<file path="src/rtl/lii_tx_mux_if.sv">
// Bundle of producer-side AXI-Stream lanes and the LII phy output channel for lii_tx_mux.
// The mux attaches through the slave modport; the producer/phy side uses master.
interface lii_tx_mux_if #(
    parameter int NIN = 2,
    parameter int PW  = 128
);
    logic [NIN*PW-1:0] s_tdata;
    logic [NIN-1:0]    s_tvalid;
    logic [NIN-1:0]    s_tready;
    logic [PW-1:0]     lii_out_tdata;
    logic              lii_out_tvalid;
    logic              lii_out_tready;
    logic [7:0]        lii_out_src;
    logic [7:0]        lii_out_dst;
    logic [NIN-1:0]    grant;

    modport master (
        output s_tdata, s_tvalid, lii_out_tready,
        input  s_tready, lii_out_tdata, lii_out_tvalid, lii_out_src, lii_out_dst, grant
    );

    modport slave (
        input  s_tdata, s_tvalid, lii_out_tready,
        output s_tready, lii_out_tdata, lii_out_tvalid, lii_out_src, lii_out_dst, grant
    );
endinterface

</file>
<file path="src/rtl/lii_tx_mux.sv">
// Round-robin burst arbiter merging NIN AXI-Stream producers onto one LII phy channel.
// Output is registered through a 2-entry skid buffer so phy ready never reaches s_tready combinationally.
module lii_tx_mux #(
    parameter int               NIN     = 2,
    parameter int               PW      = 128,
    parameter logic [7:0]       SRC_ID  = 8'h00,
    parameter logic [NIN*8-1:0] DST_IDS = {8'h01, 8'h00},
    parameter int               BURST   = 16
) (
    input logic          aclk,
    input logic          arstn,
    lii_tx_mux_if.slave  lii
);

    localparam int IW = (NIN > 1) ? $clog2(NIN) : 1;
    localparam int CW = (BURST > 1) ? $clog2(BURST) : 1;

    localparam logic [0:0] S_IDLE = 1'b0;
    localparam logic [0:0] S_SEND = 1'b1;

    logic [0:0]     state;
    logic [NIN-1:0] grant_q;
    logic [IW-1:0]  last_q;
    logic [CW-1:0]  cnt_q;

    logic           pick_found;
    logic [IW-1:0]  pick_idx;
    logic [NIN-1:0] pick_oh;

    logic           cur_valid;
    logic [PW-1:0]  cur_data;
    logic [7:0]     cur_dst;

    logic           skid_not_full;
    logic [1:0]     occ;
    logic [1:0]     occ_next;
    logic [PW-1:0]  data0, data1;
    logic [7:0]     dst0, dst1;

    logic           accept;
    logic           pop;

    // Scan from last+1 modulo NIN and take the first stream with valid high.
    always_comb begin
        pick_found = 1'b0;
        pick_idx   = '0;
        pick_oh    = '0;
        for (int k = 1; k <= NIN; k++) begin
            for (int i = 0; i < NIN; i++) begin
                if (!pick_found && lii.s_tvalid[i] && (i == (int'(last_q) + k) % NIN)) begin
                    pick_found = 1'b1;
                    pick_idx   = IW'(i);
                    pick_oh[i] = 1'b1;
                end
            end
        end
    end

    // last_q holds the granted index for the whole SEND phase.
    always_comb begin
        cur_valid = 1'b0;
        cur_data  = '0;
        cur_dst   = '0;
        for (int i = 0; i < NIN; i++) begin
            if (last_q == IW'(i)) begin
                cur_valid = lii.s_tvalid[i];
                cur_data  = lii.s_tdata[i*PW +: PW];
                cur_dst   = DST_IDS[i*8 +: 8];
            end
        end
    end

    assign accept = (state == S_SEND) && cur_valid && skid_not_full;
    assign pop    = (occ != 2'd0) && lii.lii_out_tready;

    always_ff @(posedge aclk or negedge arstn) begin
        if (!arstn) begin
            state   <= S_IDLE;
            grant_q <= '0;
            last_q  <= IW'(NIN - 1);
            cnt_q   <= '0;
        end else begin
            case (state)
                S_IDLE: begin
                    if (pick_found) begin
                        state   <= S_SEND;
                        grant_q <= pick_oh;
                        last_q  <= pick_idx;
                        cnt_q   <= '0;
                    end
                end
                default: begin
                    if ((accept && (cnt_q == CW'(BURST - 1))) || !cur_valid) begin
                        state   <= S_IDLE;
                        grant_q <= '0;
                    end else if (accept) begin
                        cnt_q <= cnt_q + CW'(1);
                    end
                end
            endcase
        end
    end

    always_comb begin
        occ_next = occ;
        if (accept && !pop) begin
            occ_next = occ + 2'd1;
        end else if (!accept && pop) begin
            occ_next = occ - 2'd1;
        end
    end

    // Entry 0 is always the head; entry 1 only fills while the head is stalled.
    always_ff @(posedge aclk or negedge arstn) begin
        if (!arstn) begin
            occ           <= 2'd0;
            skid_not_full <= 1'b1;
            data0         <= '0;
            data1         <= '0;
            dst0          <= '0;
            dst1          <= '0;
        end else begin
            occ           <= occ_next;
            skid_not_full <= (occ_next <= 2'd1);
            if (accept && ((occ == 2'd0) || ((occ == 2'd1) && pop))) begin
                data0 <= cur_data;
                dst0  <= cur_dst;
            end else if (pop) begin
                data0 <= data1;
                dst0  <= dst1;
            end
            if (accept && (((occ == 2'd1) && !pop) || ((occ == 2'd2) && pop))) begin
                data1 <= cur_data;
                dst1  <= cur_dst;
            end
        end
    end

    assign lii.s_tready       = grant_q & {NIN{skid_not_full}};
    assign lii.grant          = grant_q;
    assign lii.lii_out_tvalid = (occ != 2'd0);
    assign lii.lii_out_tdata  = data0;
    assign lii.lii_out_dst    = dst0;
    assign lii.lii_out_src    = SRC_ID;

endmodule

</file>
<file path="src/flat_wrapper.sv">
// flat-port wrapper written by rule: the top's interface ports become plain ports
module lii_tx_mux_flat 
#(
    parameter int               NIN     = 2,
    parameter int               PW      = 128,
    parameter logic [7:0]       SRC_ID  = 8'h00,
    parameter logic [NIN*8-1:0] DST_IDS = {8'h01, 8'h00},
    parameter int               BURST   = 16
)
  (aclk, arstn, lii_s_tdata, lii_s_tvalid, lii_lii_out_tready, lii_s_tready, lii_lii_out_tdata, lii_lii_out_tvalid, lii_lii_out_src, lii_lii_out_dst, lii_grant);
  lii_tx_mux_if #(.NIN(NIN), .PW(PW)) lii_i ();
  input logic aclk;
  input logic arstn;
  input wire logic [$bits(lii_i.s_tdata)-1:0] lii_s_tdata;
  input wire logic [$bits(lii_i.s_tvalid)-1:0] lii_s_tvalid;
  input wire logic [$bits(lii_i.lii_out_tready)-1:0] lii_lii_out_tready;
  output wire logic [$bits(lii_i.s_tready)-1:0] lii_s_tready;
  output wire logic [$bits(lii_i.lii_out_tdata)-1:0] lii_lii_out_tdata;
  output wire logic [$bits(lii_i.lii_out_tvalid)-1:0] lii_lii_out_tvalid;
  output wire logic [$bits(lii_i.lii_out_src)-1:0] lii_lii_out_src;
  output wire logic [$bits(lii_i.lii_out_dst)-1:0] lii_lii_out_dst;
  output wire logic [$bits(lii_i.grant)-1:0] lii_grant;
  assign lii_i.s_tdata = lii_s_tdata;
  assign lii_i.s_tvalid = lii_s_tvalid;
  assign lii_i.lii_out_tready = lii_lii_out_tready;
  assign lii_s_tready = lii_i.s_tready;
  assign lii_lii_out_tdata = lii_i.lii_out_tdata;
  assign lii_lii_out_tvalid = lii_i.lii_out_tvalid;
  assign lii_lii_out_src = lii_i.lii_out_src;
  assign lii_lii_out_dst = lii_i.lii_out_dst;
  assign lii_grant = lii_i.grant;
  lii_tx_mux #(.NIN(NIN), .PW(PW), .SRC_ID(SRC_ID), .DST_IDS(DST_IDS), .BURST(BURST)) u_core (.aclk(aclk), .arstn(arstn), .lii(lii_i));
endmodule
</file>
<file path="config.mk">
export PLATFORM = sky130hd
export DESIGN_NAME = lii_tx_mux_flat
export DESIGN_NICKNAME = d
export VERILOG_FILES = /design/src/rtl/lii_tx_mux_if.sv /design/src/rtl/lii_tx_mux.sv /design/src/flat_wrapper.sv
export SDC_FILE = /design/constraint.sdc
export NUM_CORES = 1
export LEC_CHECK = 0
export BUFFER_PORTS_ARGS = -buffer_cell sky130_fd_sc_hd__buf_2
export CORE_ASPECT_RATIO = 1.2
export CORE_MARGIN = 1
export CORE_UTILIZATION = 35
export DETAILED_ROUTE_END_ITERATION = 6
export SLEW_MARGIN = 20
export SYNTH_ARGS = -nofsm -noshare
export SYNTH_HDL_FRONTEND = slang
export SYNTH_SLANG_ARGS = --single-unit
</file>
<file path="constraint.sdc">
create_clock -name aclk -period 5.7 [get_ports aclk]
set_input_delay 1.14 -clock aclk [delete_from_list [all_inputs] [get_ports aclk]]
set_output_delay 1.14 -clock aclk [all_outputs]
set_load 0.03 [all_outputs]
</file>
==> impl_metrics.tcl <==
set metrics [dict create \
    synth_cell_types 42 \
    gp_congestion 0.721 \
    cts_tree "yes" \
    synth_flop_cell "dfrtp_1" \
    antenna_left 0 \
    rows 78 \
    startpoint_type "register" \
    drc 0 \
    power.total_mw 9.47 \
    final_common_cell "buf_2" \
    tightest_slew_ns 1.01 \
    vias 9107 \
    status "finished clean" \
    rsz0062_at_grt "no" \
    finClkSkew_ns 0.0135 \
    p_leak_nw 7.78 \
    vdd_drop_max_mv 0.281 \
    vias_per_cell 4.63 \
    synth_cells 1064 \
    setup_tns_ns 0 \
    grt_pass1_wl_um 49600 \
    final_cell_mix "buf_2 (393), dfrtp_1 (267), mux2_2 (150), nand2_1 (132), mux2i_1 (131)" \
    powerDensity_mw_per_mm2 564 \
    cts_sinks 269 \
    htreeDepth 1 \
    dr.pass1.iters 4 \
    required_ns 6.10 \
    core_area_mm2 0.0382 \
    die_h_um 218 \
    final_hold_viol_count 0 \
    clk_latency_ns 0.55 \
    cp.arrival_ns 3.55 \
    ctsRootBufferMaster "clkbuf_16" \
    routed_wl_um 31000 \
    clk_path_buf_depth 3 \
    ys_ff_latch 269 \
    holdWs_ns 0.474 \
    grt_max_degree 137 \
    worstPathMaxFanout 130 \
    period_needed_ns 3.16 \
    path_class "register to register" \
    setup_viol 0 \
    ctsResizeCount 0 \
    drive_gt1_frac 0.497 \
    ys_seq_area_frac 0.493 \
    worstHoldPathType "register to register" \
    track_usage 0.155 \
    antenna_found_initial 0 \
    yosysWarnings 0 \
    hold_buffers 0 \
    layout.nets 1688 \
    area_growth_pct 22.9 \
    clk_pin_slew_ns 0.06 \
    period_share 0.554 \
    avgSynthCellArea_um2 12.8 \
    grt_pass1_vias 9332 \
    die_w_um 182 \
    synth_edf_count 0 \
    die_area_mm2 0.0398 \
    postCtsSetupBuffers 0 \
    final_util 0.440 \
    initialDrtViolationCount 338 \
    relSlewSlack 0.329 \
    cts_inserted_buffers 30 \
    initial_core_util 0.358 \
    port_buffers 394 \
    synthesis.area_mm2 0.0137 \
    post_drt_wl_per_cell_um 15.8 \
    io_pins 410 \
    drv_cap 0 \
    grt-ovfl-total 0 \
    slew_viol_final 0 \
    worst_setup_path_end_kind "register" \
    async_reset_ff_frac 1.00 \
    hpwl_um 20600 \
    max_freq_ghz 0.317 \
]
## final timing paths
| kind | startpoint | endpoint | slack (ns) | cells past startpoint |
|---|---|---|---|---|
| max in group asynchronous | arstn | u_core.lii.lii_out_tdata[111] | 3.85 | 2 |
| max | u_core.last_q | u_core.lii.lii_out_tdata[102] | 2.54 | 5 |
| max reg2reg | u_core.last_q | u_core.lii.lii_out_tdata[102] | 2.54 | 5 |
| min | u_core.lii.lii_out_tdata[6] | u_core.lii.lii_out_tdata[6] | 0.47 | 2 |
| min reg2reg | u_core.lii.lii_out_tdata[6] | u_core.lii.lii_out_tdata[6] | 0.47 | 2 |
| min in group asynchronous | arstn | u_core.lii.lii_out_tdata[70] | 0.58 | 1 |
## flip-flops by register name (all words and copies together), names as in the netlist, 2 cells and up
signal and cells:
u_core.data1 128, u_core.cnt_q 4, u_core.lii.lii_out_tdata 128, u_core.occ 2, u_core.lii.grant 2
## through the flow
step / instances / setup slack [ns] / area, um2
finish: 1968 / 2.54 / 16800
CTS: 1967 / 2.55 / 16800
detailed placement: 1911 / 2.50 / 15700
global placement: 1911 / 2.57 / 15700
floorplan: 1078 / 3.17 / 13700
global route: 1967 / 2.32 / 16800
## layer usage
| metal | GRT usage | vias to the layer above | part of all wire |
|---|---|---|---|
| met5 | 0 | - | 0 |
| met4 | 0.0448 | 0 | 0.020 |
| met3 | 0.0245 | 39 | 0.046 |
| met2 | 0.276 | 240 | 0.51 |
| met1 | 0.194 | 4392 | 0.43 |
| li1 | - | 4436 | - |
## cell families after synthesis
group,share of synthesized area
compound gates,0.0602
xor+xnor,0.00192
fa+ha+maj,0.00366
buf+inv,0.0548
flops,0.493
mux,0.342
other cells,0.000275
simple gates,0.0445
## report_power, final
group | switching, mW | internal (mW) | total [mW]
sequential | 0.547 | 2.79 | 3.34
clock | 0.774 | 1.21 | 1.99
combinational | 2.25 | 1.89 | 4.14
## area by class of cell
| type | count | area, um2 |
|---|---|---|
| Clock buffer | 49 | 943 |
| Fill cell | 3554 | 21400 |
| Tap cell | 520 | 651 |
| Inverter | 4 | 15.0 |
| Multi-Input combinational cell | 716 | 6240 |
| Antenna cell | 1 | 2.50 |
| Sequential cell | 269 | 6740 |
| Clock inverter | 7 | 90.1 |
| Timing Repair Buffer | 402 | 2100 |
## critical path: stages (launching register included)
cell     delay [ns]
dfstp_4        1.10
mux2_4         0.41
a31oi_4        0.20
buf_12         0.40
buf_12         0.38
o21ai_0        0.20
## synthesized netlist by cell type, types with 2 or more instances
cell	count	area, um2
mux2i_1	131	1310
nand2b_1	3	18.8
dfstp_2	2	52.6
buf_2	17	85.1
inv_1	4	15.0
xnor2_1	3	26.3
o21ai_0	37	185
dfrtp_1	267	6680
buf_12	11	220
and2_1	2	12.5
a22o_1	2	17.5
nand2_1	132	495
buf_6	11	124
clkbuf_1	21	78.8
buf_4	28	210
a21oi_1	6	30.0
a211oi_1	2	15.0
a21o_1	3	22.5
mux2_4	111	1670
ha_1	4	50.1
nand3_1	3	15.0
mux2_2	150	1690
o21ai_1	95	475
(Power assumes the default switching activity.)
